[src/rtl/ssd_pkg.sv]
// Shared definitions for seven-segment display readers: active-low segment
// patterns (g..a), anode select codes and the capture FSM state encoding.
package ssd_pkg;

  localparam logic [6:0] SEG_0 = 7'b1000000;
  localparam logic [6:0] SEG_1 = 7'b1111001;
  localparam logic [6:0] SEG_2 = 7'b0100100;
  localparam logic [6:0] SEG_3 = 7'b0110000;
  localparam logic [6:0] SEG_4 = 7'b0011001;
  localparam logic [6:0] SEG_5 = 7'b0010010;
  localparam logic [6:0] SEG_6 = 7'b0000010;
  localparam logic [6:0] SEG_7 = 7'b1111000;
  localparam logic [6:0] SEG_8 = 7'b0000000;
  localparam logic [6:0] SEG_9 = 7'b0010000;
  localparam logic [6:0] SEG_A = 7'b0001000;
  localparam logic [6:0] SEG_B = 7'b0000011;
  localparam logic [6:0] SEG_C = 7'b0100111;
  localparam logic [6:0] SEG_D = 7'b0100001;
  localparam logic [6:0] SEG_E = 7'b0000110;
  localparam logic [6:0] SEG_F = 7'b0001110;

  localparam logic [1:0] SEL_D0 = 2'b10;
  localparam logic [1:0] SEL_D1 = 2'b01;

  typedef enum logic [1:0] {
    WAIT_SEL = 2'd0,
    TRACK    = 2'd1,
    HELD     = 2'd2
  } state_e;

endpackage

[src/rtl/ssd_seg_decode.sv]
// Combinational lookup from an active-low g..a segment pattern to a hex nibble;
// valid_o is low for any of the 112 patterns that are not a hex glyph.
module ssd_seg_decode
  import ssd_pkg::*;
(
  input  logic [6:0] seg_i,
  output logic       valid_o,
  output logic [3:0] nibble_o
);

  always_comb begin
    // NOTE: every output gets a default before the case so no latch is inferred.
    valid_o  = 1'b1;
    nibble_o = 4'h0;
    case (seg_i)
      SEG_0:   nibble_o = 4'h0;
      SEG_1:   nibble_o = 4'h1;
      SEG_2:   nibble_o = 4'h2;
      SEG_3:   nibble_o = 4'h3;
      SEG_4:   nibble_o = 4'h4;
      SEG_5:   nibble_o = 4'h5;
      SEG_6:   nibble_o = 4'h6;
      SEG_7:   nibble_o = 4'h7;
      SEG_8:   nibble_o = 4'h8;
      SEG_9:   nibble_o = 4'h9;
      SEG_A:   nibble_o = 4'hA;
      SEG_B:   nibble_o = 4'hB;
      SEG_C:   nibble_o = 4'hC;
      SEG_D:   nibble_o = 4'hD;
      SEG_E:   nibble_o = 4'hE;
      SEG_F:   nibble_o = 4'hF;
      default: valid_o  = 1'b0;
    endcase
  end

endmodule

[src/rtl/ssd_capture_decoder.sv]
// Samples an asynchronous multiplexed active-low segment/anode bus, waits for each
// digit to be stable, decodes it and reassembles the {dp, hi, lo} display word.
module ssd_capture_decoder
  import ssd_pkg::*;
#(
  parameter int SYNC_STAGES   = 2,
  parameter int STABLE_CYCLES = 4
) (
  input  logic       CLK,
  input  logic       RST,
  input  logic [7:0] SegIn,
  input  logic [1:0] AnIn,
  input  logic       Clear,
  output logic [8:0] DataOut,
  output logic       Valid,
  output logic       Err
);

  localparam logic [7:0] STABLE_W = 8'(STABLE_CYCLES);

  logic [7:0] seg_sync_q [SYNC_STAGES];
  logic [1:0] an_sync_q  [SYNC_STAGES];

  // NOTE: the synchronizer array is reset explicitly (to the idle-high bus) because
  // arrays are not covered by a plain reset of scalar registers.
  always_ff @(posedge CLK) begin
    if (RST) begin
      for (int i = 0; i < SYNC_STAGES; i++) begin
        seg_sync_q[i] <= '1;
        an_sync_q[i]  <= '1;
      end
    end else begin
      seg_sync_q[0] <= SegIn;
      an_sync_q[0]  <= AnIn;
      for (int i = 1; i < SYNC_STAGES; i++) begin
        seg_sync_q[i] <= seg_sync_q[i-1];
        an_sync_q[i]  <= an_sync_q[i-1];
      end
    end
  end

  logic [7:0] s;
  logic [1:0] a;
  logic [9:0] sample;
  logic       sel_ok;
  logic       dec_valid;
  logic [3:0] dec_nib;

  assign s      = seg_sync_q[SYNC_STAGES-1];
  assign a      = an_sync_q[SYNC_STAGES-1];
  assign sample = {a, s};
  assign sel_ok = (a == SEL_D0) || (a == SEL_D1);

  ssd_seg_decode u_dec (
    .seg_i    (s[6:0]),
    .valid_o  (dec_valid),
    .nibble_o (dec_nib)
  );

  state_e     state_q, state_d;
  logic [7:0] cnt_q, cnt_d;
  logic [9:0] ref_q, ref_d;
  logic       accept;

  always_comb begin
    state_d = state_q;
    cnt_d   = cnt_q;
    ref_d   = ref_q;
    accept  = 1'b0;
    if (!sel_ok) begin
      state_d = WAIT_SEL;
      cnt_d   = '0;
    end else if (state_q == WAIT_SEL || sample != ref_q) begin
      ref_d   = sample;
      cnt_d   = 8'd1;
      accept  = (cnt_d == STABLE_W);
      state_d = accept ? HELD : TRACK;
    end else if (state_q == TRACK) begin
      cnt_d = cnt_q + 8'd1;
      if (cnt_d == STABLE_W) begin
        state_d = HELD;
        accept  = 1'b1;
      end
    end
  end

  logic [3:0] lo_q, lo_d, hi_q, hi_d;
  logic       dp_q, dp_d;
  logic       got_lo_q, got_lo_d, got_hi_q, got_hi_d;
  logic [8:0] data_q, data_d;
  logic       valid_q, valid_d;
  logic       err_q, err_d;

  // The word completes on the accepting edge, so the flags drop together with the pulse.
  always_comb begin
    lo_d     = lo_q;
    hi_d     = hi_q;
    dp_d     = dp_q;
    got_lo_d = got_lo_q;
    got_hi_d = got_hi_q;
    data_d   = data_q;
    valid_d  = 1'b0;
    err_d    = err_q;
    if (accept) begin
      if (!dec_valid) begin
        err_d = 1'b1;
      end else if (a == SEL_D0) begin
        lo_d     = dec_nib;
        dp_d     = s[7];
        got_lo_d = 1'b1;
      end else begin
        hi_d     = dec_nib;
        got_hi_d = 1'b1;
      end
      if (got_lo_d && got_hi_d) begin
        data_d   = {dp_d, hi_d, lo_d};
        valid_d  = 1'b1;
        got_lo_d = 1'b0;
        got_hi_d = 1'b0;
      end
    end
  end

  // NOTE: sequential state uses non-blocking assignments only; the _d values are
  // computed with blocking assignments in the combinational blocks above.
  always_ff @(posedge CLK) begin
    if (RST || Clear) begin
      state_q  <= WAIT_SEL;
      cnt_q    <= '0;
      ref_q    <= '1;
      lo_q     <= '0;
      hi_q     <= '0;
      dp_q     <= 1'b0;
      got_lo_q <= 1'b0;
      got_hi_q <= 1'b0;
      data_q   <= '0;
      valid_q  <= 1'b0;
      err_q    <= 1'b0;
    end else begin
      state_q  <= state_d;
      cnt_q    <= cnt_d;
      ref_q    <= ref_d;
      lo_q     <= lo_d;
      hi_q     <= hi_d;
      dp_q     <= dp_d;
      got_lo_q <= got_lo_d;
      got_hi_q <= got_hi_d;
      data_q   <= data_d;
      valid_q  <= valid_d;
      err_q    <= err_d;
    end
  end

  assign DataOut = data_q;
  assign Valid   = valid_q;
  assign Err     = err_q;

endmodule

[config.mk]
export PLATFORM = sky130hd
export DESIGN_NAME = ssd_capture_decoder
export DESIGN_NICKNAME = d
export VERILOG_FILES = /design/src/rtl/ssd_pkg.sv /design/src/rtl/ssd_seg_decode.sv /design/src/rtl/ssd_capture_decoder.sv
export SDC_FILE = /design/constraint.sdc
export NUM_CORES = 1
export LEC_CHECK = 0
export CORE_UTILIZATION = 55
export DETAILED_ROUTE_END_ITERATION = 16
export PLACE_DENSITY = 0.76
export SYNTH_ARGS = -nofsm -noshare
export SYNTH_HDL_FRONTEND = slang
export SYNTH_HIERARCHICAL = 1
export SYNTH_SLANG_ARGS = --single-unit
[constraint.sdc]
create_clock -name CLK -period 3.6 [get_ports CLK]
set_input_delay 0.36 -clock CLK [delete_from_list [all_inputs] [get_ports CLK]]
set_output_delay 0.36 -clock CLK [all_outputs]
set_load 0.1 [all_outputs]
==> results.tsv <==
metric	value	unit
rsz0062_at_grt	false	
hpwl	3900	um
post_cts_resized	0	
status	finished clean	
switching_share	24.6	%
cp.required	3810	ps
worst_setup_path_end_kind	flip-flop	
io_pins	24	
grt_pass1_vias	2233	
dieArea	0.00587	mm^2
num-nets-final	360	
syn_nets	345	
clkSlewWorstSetupHoldPaths	80	ps
ys_top_cells_by_count	62 x dfxtp_1, 45 x nand2_1, 25 x mux2i_1	
setup_violations	0	
maxCapViolCount	0	
max_stage_delay	700	ps
cts_tree	built	
path_cells	or4b_1 -> o31a_1 -> o31a_1 -> o311ai_1 -> nor2b_1 -> a22o_1 -> or4b_1 -> mux2i_1	
yosysWarnings	6	
grt_max_degree	40	
die_width	76.6	um
critPathArrivalTime	3310	ps
coreArea	0.00524	mm^2
gp_congestion	0.801	
syn_avg_cell_area	9.31	um^2
cp_max_fo	14	
wire_per_inst	13.5	um
drc	0	
clockBufferDepth	2	
synth_ff_type	dfxtp_1	
initial_core_util	58.5	%
syn_area	0.00306	mm^2
power_switching	0.348	mW
clkSinkCount	62	
die-height	76.6	um
vias	2368	
synth_edf_count	0	
cp-start-kind	flip-flop	
grt_use_total	22.3	%
drv_slew	0	
numPortBuffers	23	
tns	0	ps
p_comb_share	5.2	%
drive_above_1_share	14.0	%
ys_types	61	
synth-async-reset-ratio	0	%
ys_ff_latch	62	
layout.cells.non_filler	419	
cts-root-buf	clkbuf_8	
first_iter_violations	225	
pwr-share-seq	50.6	%
timing.final.crit_share	85.9	%
cts_buffers	9	
clock_latency	350	ps
antenna_found_initial	0	
placement_rows	26	
max_freq	0.323	GHz
placed_area	0.00329	mm^2
power_frac_clock	44.2	%
p_int	1.07	mW
ir_drop	0.311	mV
hold_path_class	reg2reg	
postRouteAntennaNets	0	
grt_first_pass_wirelength	10200	um
holdBufCountCts	0	
period_needed	3090	ps
powerDensity	405	mW/mm^2
slowest_stage	or4b_1	
path_delay_family	simple AND/OR/NAND/NOR gates	
tightest_slew	975	ps
crit_type	reg2reg	
synth_most_common_cell	dfxtp_1	
area_delta_synth_final	13.9	%
grt_overflow_total	0	
worst_slew_margin_rel	34.8	%
synth_top_cell_area_share	40.5	%
final_area	0.00349	mm^2
postCtsSetupRepairBufs	0	
dp.cells	403	
total_leakage_power	1.32	nW
synthTopCellsByArea	dfxtp_1 41%, mux2i_1 8.2%, nand2_1 5.5%	
n_fill_cell	447	
finalClockSkew	9.16	ps
dr.pass1.iters	4	
cp_num_buf_inv	0	
power	1.41	mW
vias_per_cell	5.65	
cts_htree_levels	3	
finalHoldViolCount	0	
antenna_cells	0	
hold_ws	409	ps
synthesis.instances	329	
synth_top_cell_by_area	dfxtp_1	
ys_seq_area_share	40.5	%
wl	5650	um
[cells in the final DEF (no fill, tap or decap), types with 2 or more instances in the layout]
cell,n
nand3b_1,3
nand3_1,7
and3_1,3
xor2_1,4
o31a_1,2
or2_2,20
o21ai_1,2
mux2i_1,25
o2111ai_1,3
buf_4,4
nor4_1,3
ha_1,3
clkdlybuf4s50_1,23
a31oi_1,3
or4_1,2
mux2_1,9
or4b_1,3
nor2_1,17
or2_1,2
inv_6,3
and4_1,4
and4b_1,2
or3_1,2
clkbuf_8,9
nand2_1,45
nor3b_1,3
xnor2_1,17
o22a_1,2
nand4_1,8
nor2b_1,2
a21oi_1,10
nand2b_1,2
nor3_1,5
dfxtp_1,62
o31ai_1,6
clkinvlp_4,2
[power groups by stage]
stage	clock [mW]	combinational, mW	sequential, mW
floorplan	0	0.0624	0.721
global placement	0	0.0726	0.729
detailed placement	0	0.0744	0.730
CTS	0.637	0.0745	0.714
global route	0.672	0.0826	0.717
finish	0.624	0.0739	0.715
[flip-flops by register name, summed over array words and instances (netlist names), 2 cells and up]
signal and flops:
hi_q 4, cnt_q 8, DataOut 9, state_q 2
seg_sync_q 16, an_sync_q 4, ref_q 10, lo_q 4
[logic make-up (layout without fill, tap and decap cells)]
family | after synthesis | in the layout | synth area share [%]
flops | 62 | 62 | 40.5
compound gates | 44 | 44 | 10.7
xor+xnor | 21 | 21 | 6.00
simple gates | 141 | 141 | 25.7
mux | 34 | 34 | 11.5
fa+ha+maj | 3 | 3 | 1.23
buf+inv | 24 | 44 | 4.29
[layout make-up]
| class | count | area [um^2] | area share, % |
|---|---|---|---|
| flip-flops and latches | 62 | 1240 | 35.6 |
| well taps | 70 | 87.6 | 2.51 |
| clock buffers | 9 | 124 | 3.55 |
| multi-input cells | 243 | 1690 | 48.5 |
| clock inverters | 7 | 80.1 | 2.29 |
| repair buffers | 27 | 260 | 7.46 |
| inverters | 1 | 3.75 | 0.108 |
[worst paths after layout]
| kind | startpoint | to | slack, ps | depth (start not counted) |
|---|---|---|---|---|
| hold / removal | seg_sync_q[0][6]$_SDFF_PP1_ | seg_sync_q[0][14]$_SDFF_PP1_ | 410 | 1 |
| setup reg to reg | seg_sync_q[0][9]$_SDFF_PP1_ | DataOut[1]$_SDFFE_PP0P_ | 510 | 8 |
| setup / recovery | seg_sync_q[0][9]$_SDFF_PP1_ | DataOut[1]$_SDFFE_PP0P_ | 510 | 8 |
| hold reg to reg | seg_sync_q[0][6]$_SDFF_PP1_ | seg_sync_q[0][14]$_SDFF_PP1_ | 410 | 1 |
[metrics by stage]
| step | utilization (%) | setup slack [ps] |
|---|---|---|
| floorplan | - | 829 |
| finish | 66.6 | 506 |
| CTS | 66.6 | 520 |
| detailed placement | 62.7 | 542 |
| global route | 66.6 | 290 |
| global placement | 62.7 | 621 |
[metal layers]
metal | up-vias | wire (um) | track usage (%)
li1 | 1206 | - | -
met1 | 1099 | 2700 | 27.9
met2 | 54 | 2670 | 35.0
met3 | 9 | 209 | 7.31
met4 | 0 | 76 | 9.04
met5 | - | 0 | 0
[worst register-to-register path: cells and delay by family (launching register included)]
kind	cells	cell delay, ps
mux	1	200
simple gates	3	1420
compound gates	4	740
flops	1	600
Note: power is estimated with default switching activity, not from simulation.
